$ cat config.mk
export PLATFORM = sky130hd
export DESIGN_NAME = song_block_walker
export DESIGN_NICKNAME = d
export VERILOG_FILES = /design/src/rtl/song_block_walker.sv
export SDC_FILE = /design/constraint.sdc
export NUM_CORES = 1
export LEC_CHECK = 0
export ABC_AREA = 1
export CORE_ASPECT_RATIO = 0.75
export CORE_UTILIZATION = 45
export CTS_BUF_LIST = sky130_fd_sc_hd__clkbuf_16
export DETAILED_ROUTE_END_ITERATION = 8
export HOLD_SLACK_MARGIN = 0.08
export PLACE_DENSITY = 0.95
export SKIP_LAST_GASP = 1
export SLEW_MARGIN = 15
export SYNTH_ARGS = -nofsm -noshare
export SYNTH_HDL_FRONTEND = slang
export SYNTH_SLANG_ARGS = --single-unit
$ cat constraint.sdc
create_clock -name clk -period 4.99 [get_ports clk]
set_input_delay 0.7485 -clock clk [delete_from_list [all_inputs] [get_ports clk]]
set_output_delay 0.7485 -clock clk [all_outputs]
set_load 0.01 [all_outputs]
$ cat src/rtl/song_block_walker.sv
// Upstream sequencer for song_block_inspector: steps the block index through the song,
// waits out the inspector latency, captures one feature window per block and streams it out.
module song_block_walker #(
    parameter int IDX_W     = 9,
    parameter int DATA_W    = 16,
    parameter int FIRST_IDX = 0,
    parameter int IDX_STEP  = 4,
    parameter int LAST_IDX  = 28,
    parameter int INSP_LAT  = 1
) (
    input  logic                  clk,
    input  logic                  rst,
    input  logic                  start,
    output logic                  busy,
    output logic                  done,
    output logic [IDX_W-1:0]      block_idx_out,
    input  logic [DATA_W-1:0]     f_in0,
    input  logic [DATA_W-1:0]     f_in1,
    input  logic [DATA_W-1:0]     f_in2,
    input  logic [DATA_W-1:0]     f_in3,
    input  logic [2:0]            block_size_in,
    input  logic [2:0]            prev_size_in,
    output logic                  m_valid,
    input  logic                  m_ready,
    output logic [4*DATA_W-1:0]   m_feat,
    output logic [IDX_W-1:0]      m_block_idx,
    output logic [2:0]            m_block_size,
    output logic [2:0]            m_prev_size,
    output logic                  m_last,
    output logic [IDX_W-1:0]      m_count
);

    localparam int CNT_W = (INSP_LAT > 1) ? $clog2(INSP_LAT + 1) : 1;
    localparam logic [CNT_W-1:0] LAT_INIT  = CNT_W'(INSP_LAT);
    localparam logic [IDX_W:0]   LAST_EXT  = (IDX_W + 1)'(LAST_IDX);
    localparam logic [IDX_W:0]   STEP_EXT  = (IDX_W + 1)'(IDX_STEP);

    typedef enum logic [1:0] {
        ST_IDLE = 2'd0,
        ST_WAIT = 2'd1,
        ST_OUT  = 2'd2,
        ST_DONE = 2'd3
    } state_t;

    state_t           state_r;
    state_t           state_next_s;
    logic [CNT_W-1:0] cnt_r;
    logic [IDX_W:0]   next_idx_s;
    logic             idx_is_last_s;
    logic             capture_s;
    logic             handshake_s;

    // Index arithmetic one bit wider so a step past the IDX_W range is seen as the end
    always_comb begin
        next_idx_s    = {1'b0, block_idx_out} + STEP_EXT;
        idx_is_last_s = ({1'b0, block_idx_out} == LAST_EXT) || (next_idx_s > LAST_EXT);
        capture_s     = (state_r == ST_WAIT) && (cnt_r == {CNT_W{1'b0}});
        handshake_s   = m_valid && m_ready;
    end

    // State register
    always_ff @(posedge clk or posedge rst) begin
        if (rst) begin
            state_r <= ST_IDLE;
        end else begin
            state_r <= state_next_s;
        end
    end

    // Next-state decode
    always_comb begin
        state_next_s = state_r;
        case (state_r)
            ST_IDLE: begin
                if (start) begin
                    state_next_s = ST_WAIT;
                end else begin
                    state_next_s = ST_IDLE;
                end
            end
            ST_WAIT: begin
                if (capture_s) begin
                    // A zero block size marks end of song; that block is never emitted
                    if (block_size_in == 3'd0) begin
                        state_next_s = ST_DONE;
                    end else begin
                        state_next_s = ST_OUT;
                    end
                end else begin
                    state_next_s = ST_WAIT;
                end
            end
            ST_OUT: begin
                if (handshake_s) begin
                    if (m_last) begin
                        state_next_s = ST_DONE;
                    end else begin
                        state_next_s = ST_WAIT;
                    end
                end else begin
                    state_next_s = ST_OUT;
                end
            end
            ST_DONE: begin
                state_next_s = ST_IDLE;
            end
            default: begin
                state_next_s = ST_IDLE;
            end
        endcase
    end

    // Datapath and registered status outputs
    always_ff @(posedge clk or posedge rst) begin
        if (rst) begin
            busy          <= 1'b0;
            done          <= 1'b0;
            block_idx_out <= {IDX_W{1'b0}};
            cnt_r         <= {CNT_W{1'b0}};
            m_valid       <= 1'b0;
            m_feat        <= {(4*DATA_W){1'b0}};
            m_block_idx   <= {IDX_W{1'b0}};
            m_block_size  <= 3'd0;
            m_prev_size   <= 3'd0;
            m_last        <= 1'b0;
            m_count       <= {IDX_W{1'b0}};
        end else begin
            busy <= (state_next_s == ST_WAIT) || (state_next_s == ST_OUT);
            done <= (state_next_s == ST_DONE);
            case (state_r)
                ST_IDLE: begin
                    if (start) begin
                        block_idx_out <= IDX_W'(FIRST_IDX);
                        m_count       <= {IDX_W{1'b0}};
                        cnt_r         <= LAT_INIT;
                    end
                end
                ST_WAIT: begin
                    if (cnt_r != {CNT_W{1'b0}}) begin
                        cnt_r <= cnt_r - CNT_W'(1);
                    end else if (block_size_in != 3'd0) begin
                        m_feat       <= {f_in3, f_in2, f_in1, f_in0};
                        m_block_idx  <= block_idx_out;
                        m_block_size <= block_size_in;
                        m_prev_size  <= prev_size_in;
                        m_last       <= idx_is_last_s;
                        m_valid      <= 1'b1;
                    end
                end
                ST_OUT: begin
                    if (handshake_s) begin
                        m_count <= m_count + IDX_W'(1);
                        m_valid <= 1'b0;
                        if (!m_last) begin
                            block_idx_out <= next_idx_s[IDX_W-1:0];
                            cnt_r         <= LAT_INIT;
                        end
                    end
                end
                ST_DONE: begin
                    m_valid <= 1'b0;
                end
                default: begin
                    m_valid <= 1'b0;
                end
            endcase
        end
    end

endmodule

==> results.json <==
{
  "grt_pass1_vias": 3804,
  "synthFlopType": "dfrtp_1",
  "synth_area_leaders": "dfrtp_1 60%, nand2_1 23%, o21ai_0 2.6%",
  "vias": 3819,
  "max_cap_viol_count": 0,
  "maxSlewHeadroom_pct": 46.83,
  "cp_max_fo": 52,
  "clkTransAtPathRegs_ns": 0.07,
  "path_class": "in -> reg",
  "drt_first_iter_violations": 177,
  "whs_path_depth": 2,
  "finalCritPeriodShare_pct": 49.45,
  "synth_common_cells": "257 x nand2_1, 100 x dfrtp_1, 25 x inv_1",
  "wl_per_cell_um": 13.47,
  "crit_required_ns": 5.26,
  "fin_nets": 735,
  "cts_inserted_buffers": 9,
  "finalSetupViolations": 0,
  "clk_latency_ns": 0.33,
  "tns_ns": 0,
  "crit_buf_inv": 4,
  "synth_edf_count": 0,
  "cp_common_cell": "nand2_1",
  "synth_seq_area_share_pct": 59.58,
  "ys.warnings.count": 0,
  "drc": 0,
  "initial_core_util_pct": 46.43,
  "hold_start": "m_feat[51]$_DFFE_PP0P_",
  "gp_congestion": 0.8618,
  "vdd_ir_drop_max_mv": 0.1299,
  "grt_use_total_pct": 22.39,
  "maxSlewViolCount": 0,
  "worstHoldEndpoint": "m_feat[51]$_DFFE_PP0P_",
  "ys_ff_latch": 100,
  "tritoncts": "done",
  "cts-root-buf": "clkbuf_16",
  "hold_viol": 0,
  "multiInputGateArea_sq_um": 1468,
  "cts_hold_buf": 0,
  "sw_frac_of_total_pct": 20.67,
  "intPower_mw": 1.253,
  "grt_setup_unrepaired": "false",
  "start_kind": "primary input",
  "grt_max_degree": 70,
  "port_buffers": 170,
  "synth_cell_types": 25,
  "postRouteAntennaNets": 0,
  "final_cell_area_sq_um": 6261,
  "wirelength_um": 10630,
  "worstHoldPathType": "reg -> reg",
  "ff2ff_path_depth": 7,
  "fp.dieW_um": 113.6,
  "synth_area_per_cell_sq_um": 8.572,
  "synth.top_cell.area_share_pct": 59.58,
  "slowest_stage": "inv_2",
  "layout-drive-gt1-share_pct": 4.236,
  "p_per_area_nw_per_um2": 252.3,
  "place_area_sq_um": 5962,
  "die_h_um": 85.67,
  "r2r-end": "m_feat[6]$_DFFE_PP0P_",
  "p_clk_share_pct": 43.9,
  "io_pins": 175,
  "clock.fmax_ghz": 0.4053,
  "gr-total-overflow": 0,
  "layout.cells.non_filler": 789,
  "power.sequential.fraction_pct": 51.3,
  "cts_buffer_depth": 2,
  "r2r-start": "state_r[1]$_DFF_PP0_",
  "dr.pass1.iters": 4,
  "antenna_cells": 0,
  "comb_power_share_pct": 4.8,
  "worstPathArrival_ns": 2.73,
  "yosysMostFrequentCell": "nand2_1",
  "dp_slack_ns": 2.165,
  "slowest_delay_ns": 0.57,
  "startpoint": "block_size_in[1]",
  "syn-instance-count": 490,
  "fill_cells": 719,
  "final_util_pct": 69.21,
  "outcome": "complete, no violations",
  "cts_resized": 0,
  "core_sq_um": 9046,
  "netlist_area_sq_um": 4200,
  "crit_chain": "clkdlybuf4s50_1, inv_1, nand3_1, nand2_1, nor2_4, inv_2, buf_4, nand2_1, nand2_1",
  "cellLeakagePower_nw": 3.141,
  "tightestPinTransition_ns": 0.7963,
  "cts_htree_levels": 3,
  "period_needed_ns": 2.468,
  "area_growth_pct": 49.06,
  "grt_pass1_wl_um": 17300,
  "hpwl_um": 7799,
  "post-place-cells": 773,
  "die-area_sq_um": 9729,
  "netSwitchingPower_mw": 0.3264,
  "crit_family": "buffers and inverters",
  "cts_setup_buffers": 0,
  "rows": 30,
  "synth_area_leader_cell": "dfrtp_1",
  "rrSetupSlack_ns": 3.01,
  "antenna_found_initial": 0,
  "clock_skew_ns": 0.007694,
  "fin_ws_ns": 2.523,
  "ff_latch_area_sq_um": 2502,
  "viasPerCell": 4.840,
  "synthArstFlopShare_pct": 100.0,
  "worstSetupEndpointType": "flip-flop",
  "cts_sinks": 100
}
-- layer usage --
layer	track usage [%]	vias up	wire length, um
met5	0	-	0
met4	7.656	0	190
met3	4.947	16	657
met2	39.25	149	5339
met1	27.50	1815	4443
li1	-	1839	-
-- state kept, by name, indices dropped and copies added (netlist names), 2 cells and up --
register	cells
m_block_idx	7
m_feat	64
state_r	2
m_count	9
m_prev_size	3
m_block_size	3
block_idx_out	7
-- stage by stage --
stage / hold slack (ns) / power [mW]
2_1_floorplan: 0.4882 / 0.8420
3_3_place_gp: 0.4530 / 0.9013
3_5_place_dp: 0.4579 / 0.9030
4_1_cts: 0.4740 / 1.593
5_1_grt: 0.4953 / 1.635
6_report: 0.4723 / 1.579
-- layout make-up --
class	instances	share of cell area [%]
multi-input combinational	344	23.44
inverter	28	1.719
clock inverter	7	1.179
tap	128	2.558
clock buffer	9	3.597
sequential	100	39.97
timing repair buffer	173	27.54
-- power by group through the flow --
stage | registers [mW] | clock network, mW | logic [mW]
after floorplan | 0.826 | 0 | 0.0162
after global placement | 0.826 | 0 | 0.0756
after detailed placement | 0.826 | 0 | 0.0773
after CTS | 0.810 | 0.706 | 0.0775
after global routing | 0.809 | 0.743 | 0.0828
final | 0.810 | 0.693 | 0.0762
-- worst reg2reg max path: stages, from the launching register on --
cell and delay [ns]:
dfrtp_1 0.38, inv_1 0.09, nand2_1 0.14, nor2_4 0.06
inv_2 0.57, buf_4 0.46, nand2_1 0.13, nand2_1 0.07
-- worst max path at each step --
stage	endpoint	slack, ns	cells past startpoint
2_1_floorplan	block_idx_out[2]$_DFFE_PP0P_	1.62	1
3_3_place_gp	m_feat[18]$_DFFE_PP0P_	2.26	9
3_5_place_dp	m_feat[18]$_DFFE_PP0P_	2.16	9
4_1_cts	m_feat[18]$_DFFE_PP0P_	2.50	9
5_1_grt	m_feat[23]$_DFFE_PP0P_	2.33	9
6_report	m_feat[6]$_DFFE_PP0P_	2.52	9
-- logic make-up after synthesis --
group / count (synthesis) / synth area share (%)
AOI/OAI and AO/OA: 30 / 3.783
xor gates and xnor gates: 2 / 0.4171
adders and majority gates: 5 / 1.489
buffers and inverters: 49 / 5.749
DFF: 100 / 59.58
other: 1 / 0.08928
and+or+nand+nor: 303 / 28.90
-- layout by cell type (no fill, tap or decap), types with 4 or more instances in the layout --
cell             netlist  routed
ha_1                   5       5
inv_1                 25      24
dfrtp_1              100     100
nand2_1              257     257
nand3_1               16      16
clkbuf_16              0       9
o21ai_0               22      22
nor2_1                12      12
clkdlybuf4s50_1        0     170
nand4_1                8       8
conb_1                 1       4
Note: power is estimated with default switching activity, not from simulation.
==> patch 1, RTL diff (same settings) <==
Reset style: synchronous (`rst`), changed in 2 clocked blocks.
--- a/src/rtl/song_block_walker.sv
+++ b/src/rtl/song_block_walker.sv
@@ -60,5 +60,5 @@
 
     // State register
-    always_ff @(posedge clk or posedge rst) begin
+    always_ff @(posedge clk) begin
         if (rst) begin
             state_r <= ST_IDLE;
@@ -112,5 +112,5 @@
 
     // Datapath and registered status outputs
-    always_ff @(posedge clk or posedge rst) begin
+    always_ff @(posedge clk) begin
         if (rst) begin
             busy          <= 1'b0;
Function: differs if rst is asserted again (counterexample within 4 cycles, from zero or initial values and one cycle with rst high); with rst held inactive, the same outputs for 10 cycles.
==> patch 1 against the unedited design <==
  * Critical path depth shrank 1
  * Synthesized cell count rose by 6.1%
  * Sequential share of layout area is 5.9 points lower
  * Synthesized area down 5.9%
  * Via count rose by 0.81%
  * First-iteration DRC count up 63%
  * Worst setup slack got worse by 560 ps
  * Die area shrank 5.8%
  * Maximum frequency fell by 18%
  * Wire length shrank 3.0%
  * Final area fell by 6.1%
  * Sequential cell count unchanged
  * Critical path type unchanged
Power is not compared: it rests on default switching activity, and its combinational part moved more than twofold at a synthesized area within 25%.
==> patch 1: results <==
status:
  status: "completed"
sta:
  relSlewSlack_pct: 27.7
  fin_skew_ps: 8.06
  tns_ps: 0
  holdWs_ps: 482
synthesis:
  async_reset_ff_share_pct: 0
  synth_compound_area_share_pct: 14.8
  synth_adder_area_share_pct: 1.58
  yosysWarnings: 0
  ys_seq_area_share_pct: 50.6
  synth_cell_type_count: 32
  synth-main-ff-cell: "dfxtp_1"
  synth_top_cells_by_count: "nor2_1 (166), dfxtp_1 (100), o21ai_0 (62), nand2_1 (43), inv_1 (28)"
  synth.top_cells.by_area: "dfxtp_1 (51%), nor2_1 (16%), o21ai_0 (7.8%)"
  synthMuxAreaShare_pct: 0
  synth-xor-area-share_pct: 0.222
cts:
  clock-root-buffer: "clkbuf_16"
  cts_buffers: 9
  htree_levels: 3
  clk_path_buf_depth: 2
  clk_latency_ps: 330
  post_cts_resized: 0
  post_cts_buffers: 0
  path_clk_slew_ps: 60
layout:
  fill_cells: 697
  reg_top3: "m_feat x64, m_count x9"
  drive_above_1_share_pct: 4.13
  nNetsFinal: 752
  diodes: 0
placed_design:
  post-dp-hpwl_um: 7280
  portBuffers: 170
  place_area_um2: 5590
  gp_congestion: 0.786
  pre_cts_slack_ps: 1680
global_routing:
  antenna_found_initial: 0
  grt_pass1_wl_um: 16600
  grt_pass1_vias: 3632
  grt_start_max_net_pins: 82
  grt_use_total_pct: 22.9
worst_setup_path:
  cp_slowest_cell: "inv_2"
  r2r-start: "state_r[1]"
  path_max_fanout: 75
  r2r-end: "m_block_idx[2]"
  reg2reg_slack_ps: 2390
  max_stage_delay_ps: 680
  rr_worst_depth: 8
  critPathTopFamily: "buffers and inverters"
  critPathArrivalTime_ps: 3290
route:
  finalWirelength_um: 10300
  viasPerCell: 4.90
  first_pass_iters: 4
  first_iter_violations: 289
worst_hold_path:
  whs_path_depth: 2
  hold_class: "flop to flop"
  min_from: "m_prev_size[2]"
  min_to: "m_prev_size[2]"
power_and_ir_drop:
  ir_drop_uv: 241
  p_leak_nw: 2.26
-- patch 1: cell types whose count changed after synthesis, moves of 7 or more --
cell / unedited run / this run
a21oi_1: 3 / 24
buf_2: 10 / 3
buf_6: 3 / 10
dfrtp_1: 100 / 0
dfxtp_1: 0 / 100
nand2_1: 257 / 43
nor2_1: 12 / 166
o21ai_0: 22 / 62
o21ai_1: 0 / 23
-- patch 1: how the worst max path moves through the flow --
stage,start,end,slack [ps],cells past startpoint
floorplan,block_size_in[2],busy,3340,9
global placement,block_size_in[0],m_block_idx[2],1790,8
detailed placement,block_size_in[0],m_block_idx[2],1680,8
CTS,block_size_in[0],m_block_idx[2],1990,8
global route,block_size_in[1],m_block_idx[2],1720,8
finish,block_size_in[0],m_block_idx[2],1970,8
-- patch 1: kinds of logic (layout without fill, tap and decap cells) --
family | Yosys count | in the layout
xor+xnor | 1 | 1
simple gates | 235 | 235
buf+inv | 64 | 219
flops | 100 | 100
other cells | 1 | 4
compound gates | 114 | 114
fa+ha+maj | 5 | 5
-- patch 1: metal layers --
metal | part of all wire, % | vias up | global-route usage [%]
met2 | 49 | 139 | 38.5
li1 | - | 1959 | -
met4 | 1.4 | 0 | 6.10
met3 | 7.1 | 16 | 6.20
met5 | 0 | - | 0
met1 | 43 | 1736 | 28.8
-- patch 1: power by group --
group	internal [W]	total (W)	switching (W)
clock	0.000386	0.000671	0.000284
combinational	0.000268	0.000514	0.000246
sequential	0.000891	0.000943	0.0000521
-- patch 1: final cells by class --
type | count | area [um^2] | area share [%]
Inverter | 32 | 121 | 2.06
Timing Repair Buffer | 171 | 1710 | 29.1
Multi-Input combinational cell | 359 | 1620 | 27.5
Sequential cell | 100 | 2000 | 34.0
Tap cell | 108 | 135 | 2.30
Clock inverter | 7 | 68.8 | 1.17
Clock buffer | 9 | 225 | 3.83
-- patch 1: worst reg2reg max path, stage by stage, from the launching register on --
cell	delay [ps]
dfxtp_1	360
inv_2	70
nand2_2	60
nor2_4	130
nand2_4	380
inv_2	700
buf_4	510
o21ai_0	150
a21oi_1	170
-- patch 1: metrics by stage --
step,cells,total power (W)
floorplan,523,0.00122
global placement,770,0.00145
detailed placement,770,0.00147
CTS,786,0.00215
global route,786,0.00224
finish,786,0.00213
==> patch 2, RTL diff (same settings) <==
Without the edit above. Change the parameter `INSP_LAT` from 1 to 2.
--- a/src/rtl/song_block_walker.sv
+++ b/src/rtl/song_block_walker.sv
@@ -7,5 +7,5 @@
     parameter int IDX_STEP  = 4,
     parameter int LAST_IDX  = 28,
-    parameter int INSP_LAT  = 1
+    parameter int INSP_LAT  = 2
 ) (
     input  logic                  clk,
Formal check against the unedited RTL: not equivalent (Yosys sat finds a counterexample within 4 cycles, from zero or initial values and one cycle with rst high).
==> patch 2 against the unedited design <==
  * Final cell count is 1.8% higher
  * Critical endpoint is now busy
  * Synthesized area grew 2.1%
  * Clock skew fell by 2.2 ps
  * Wire length rose by 4.5%
  * Largest cell class unchanged
  * Die area grew 2.1%
  * Maximum frequency shrank 12%
  * Worst setup slack got worse by 340 ps
  * Sequential cell count increased by 1
  * Highest routed layer unchanged
  * Final area grew 1.1%
Power is not compared: it rests on default switching activity, and its combinational part moved more than twofold at a synthesized area within 25%.
==> patch 2: results <==
layout:
  area_delta_synth_final_pct: 47.6
  fill_cells: 725
  drive_above_1_share_pct: 4.15
  nNetsFinal: 750
synthesis:
  synth-xor-area-share_pct: 0.408
  async_reset_ff_share_pct: 100
  synth_cell_type_count: 24
  synth_compound_area_share_pct: 4.35
  synth.top_cells.by_area: "dfrtp_1 (59%), nand2_1 (23%), o21ai_0 (2.9%)"
  synth_top_cells_by_count: "nand2_1 (259), dfrtp_1 (101), inv_1 (31), o21ai_0 (25), nor2_1 (15)"
  synth_adder_area_share_pct: 1.75
  synth_edf_count: 0
  ys_seq_area_share_pct: 58.9
sta:
  fin_skew_ps: 5.47
  relSlewSlack_pct: 36.1
placed_design:
  gp_congestion: 0.833
  place_area_um2: 6040
  post-dp-hpwl_um: 7920
global_routing:
  grt_pass1_vias: 3728
  grt_use_total_pct: 22.7
  grt_start_max_net_pins: 88
  grt_pass1_wl_um: 17700
route:
  finalWirelength_um: 11100
  first_iter_violations: 247
  first_pass_iters: 7
  viasPerCell: 4.89
worst_setup_path:
  critPathArrivalTime_ps: 3030
  path_max_fanout: 72
  rr_worst_depth: 8
cts:
  post_cts_resized: 0
  clk_latency_ps: 330
power_and_ir_drop:
  p_leak_nw: 3.11
status:
  status: "completed"
worst_hold_path:
  hold_class: "flop to flop"
-- patch 2: cell count changes after synthesis, moves of 3 or more --
cell      change
nor2_1        +3
buf_4         +6
o22ai_1       -3
o21ai_1       +3
clkbuf_1      +3
nor3_1        -3
o21ai_0       +3
nand2_2       +3
buf_2         -6
nand3_1       -3
inv_1         +6
-- patch 2: worst paths after layout --
check	startpoint	end	slack [ps]
worst max-delay path	block_size_in[0]	busy	2180
max in group asynchronous	rst	m_feat[20]	3060
worst min register to register	m_feat[34]	m_feat[34]	480
worst min-delay path	m_feat[34]	m_feat[34]	480
worst max register to register	cnt_r[0]	busy	2430
min in group asynchronous	rst	m_feat[30]	860
-- patch 2: per-stage QoR --
step           setup WS, ps  std cells  total power [W]
6_report               2180        803          0.00351
2_1_floorplan          1590        509          0.00203
4_1_cts                2370        803          0.00354
3_3_place_gp           2130        787          0.00276
5_1_grt                1990        803          0.00375
3_5_place_dp           2020        787          0.00284
-- patch 2: final cells by class --
type / count / area share [%]
Timing Repair Buffer: 172 / 27.1
Tap cell: 128 / 2.53
Clock buffer: 9 / 3.56
Multi-Input combinational cell: 352 / 23.8
Clock inverter: 7 / 1.05
Inverter: 34 / 2.07
Sequential cell: 101 / 39.9
-- patch 2: worst max-delay path, cell delays in order --
cell             delay (ps)
clkdlybuf4s50_1         410
inv_1                    70
nand3_1                  90
nand2_2                 100
clkinv_2                700
o211ai_1                560
ha_1                    290
-- patch 2: report_power, final --
group          switching [W]  internal (W)  leakage [nW]
logic               0.000741      0.000750          1.68
registers           0.000195       0.00114          1.30
clock network       0.000299      0.000387         0.142
-- patch 2: layer usage --
metal,share of wire (%),routed length [um],global-route usage (%)
met2,50,5540,38.3
met4,1.3,139,6.38
met5,0,0,0
met1,42,4630,28.7
met3,7.2,797,6.43
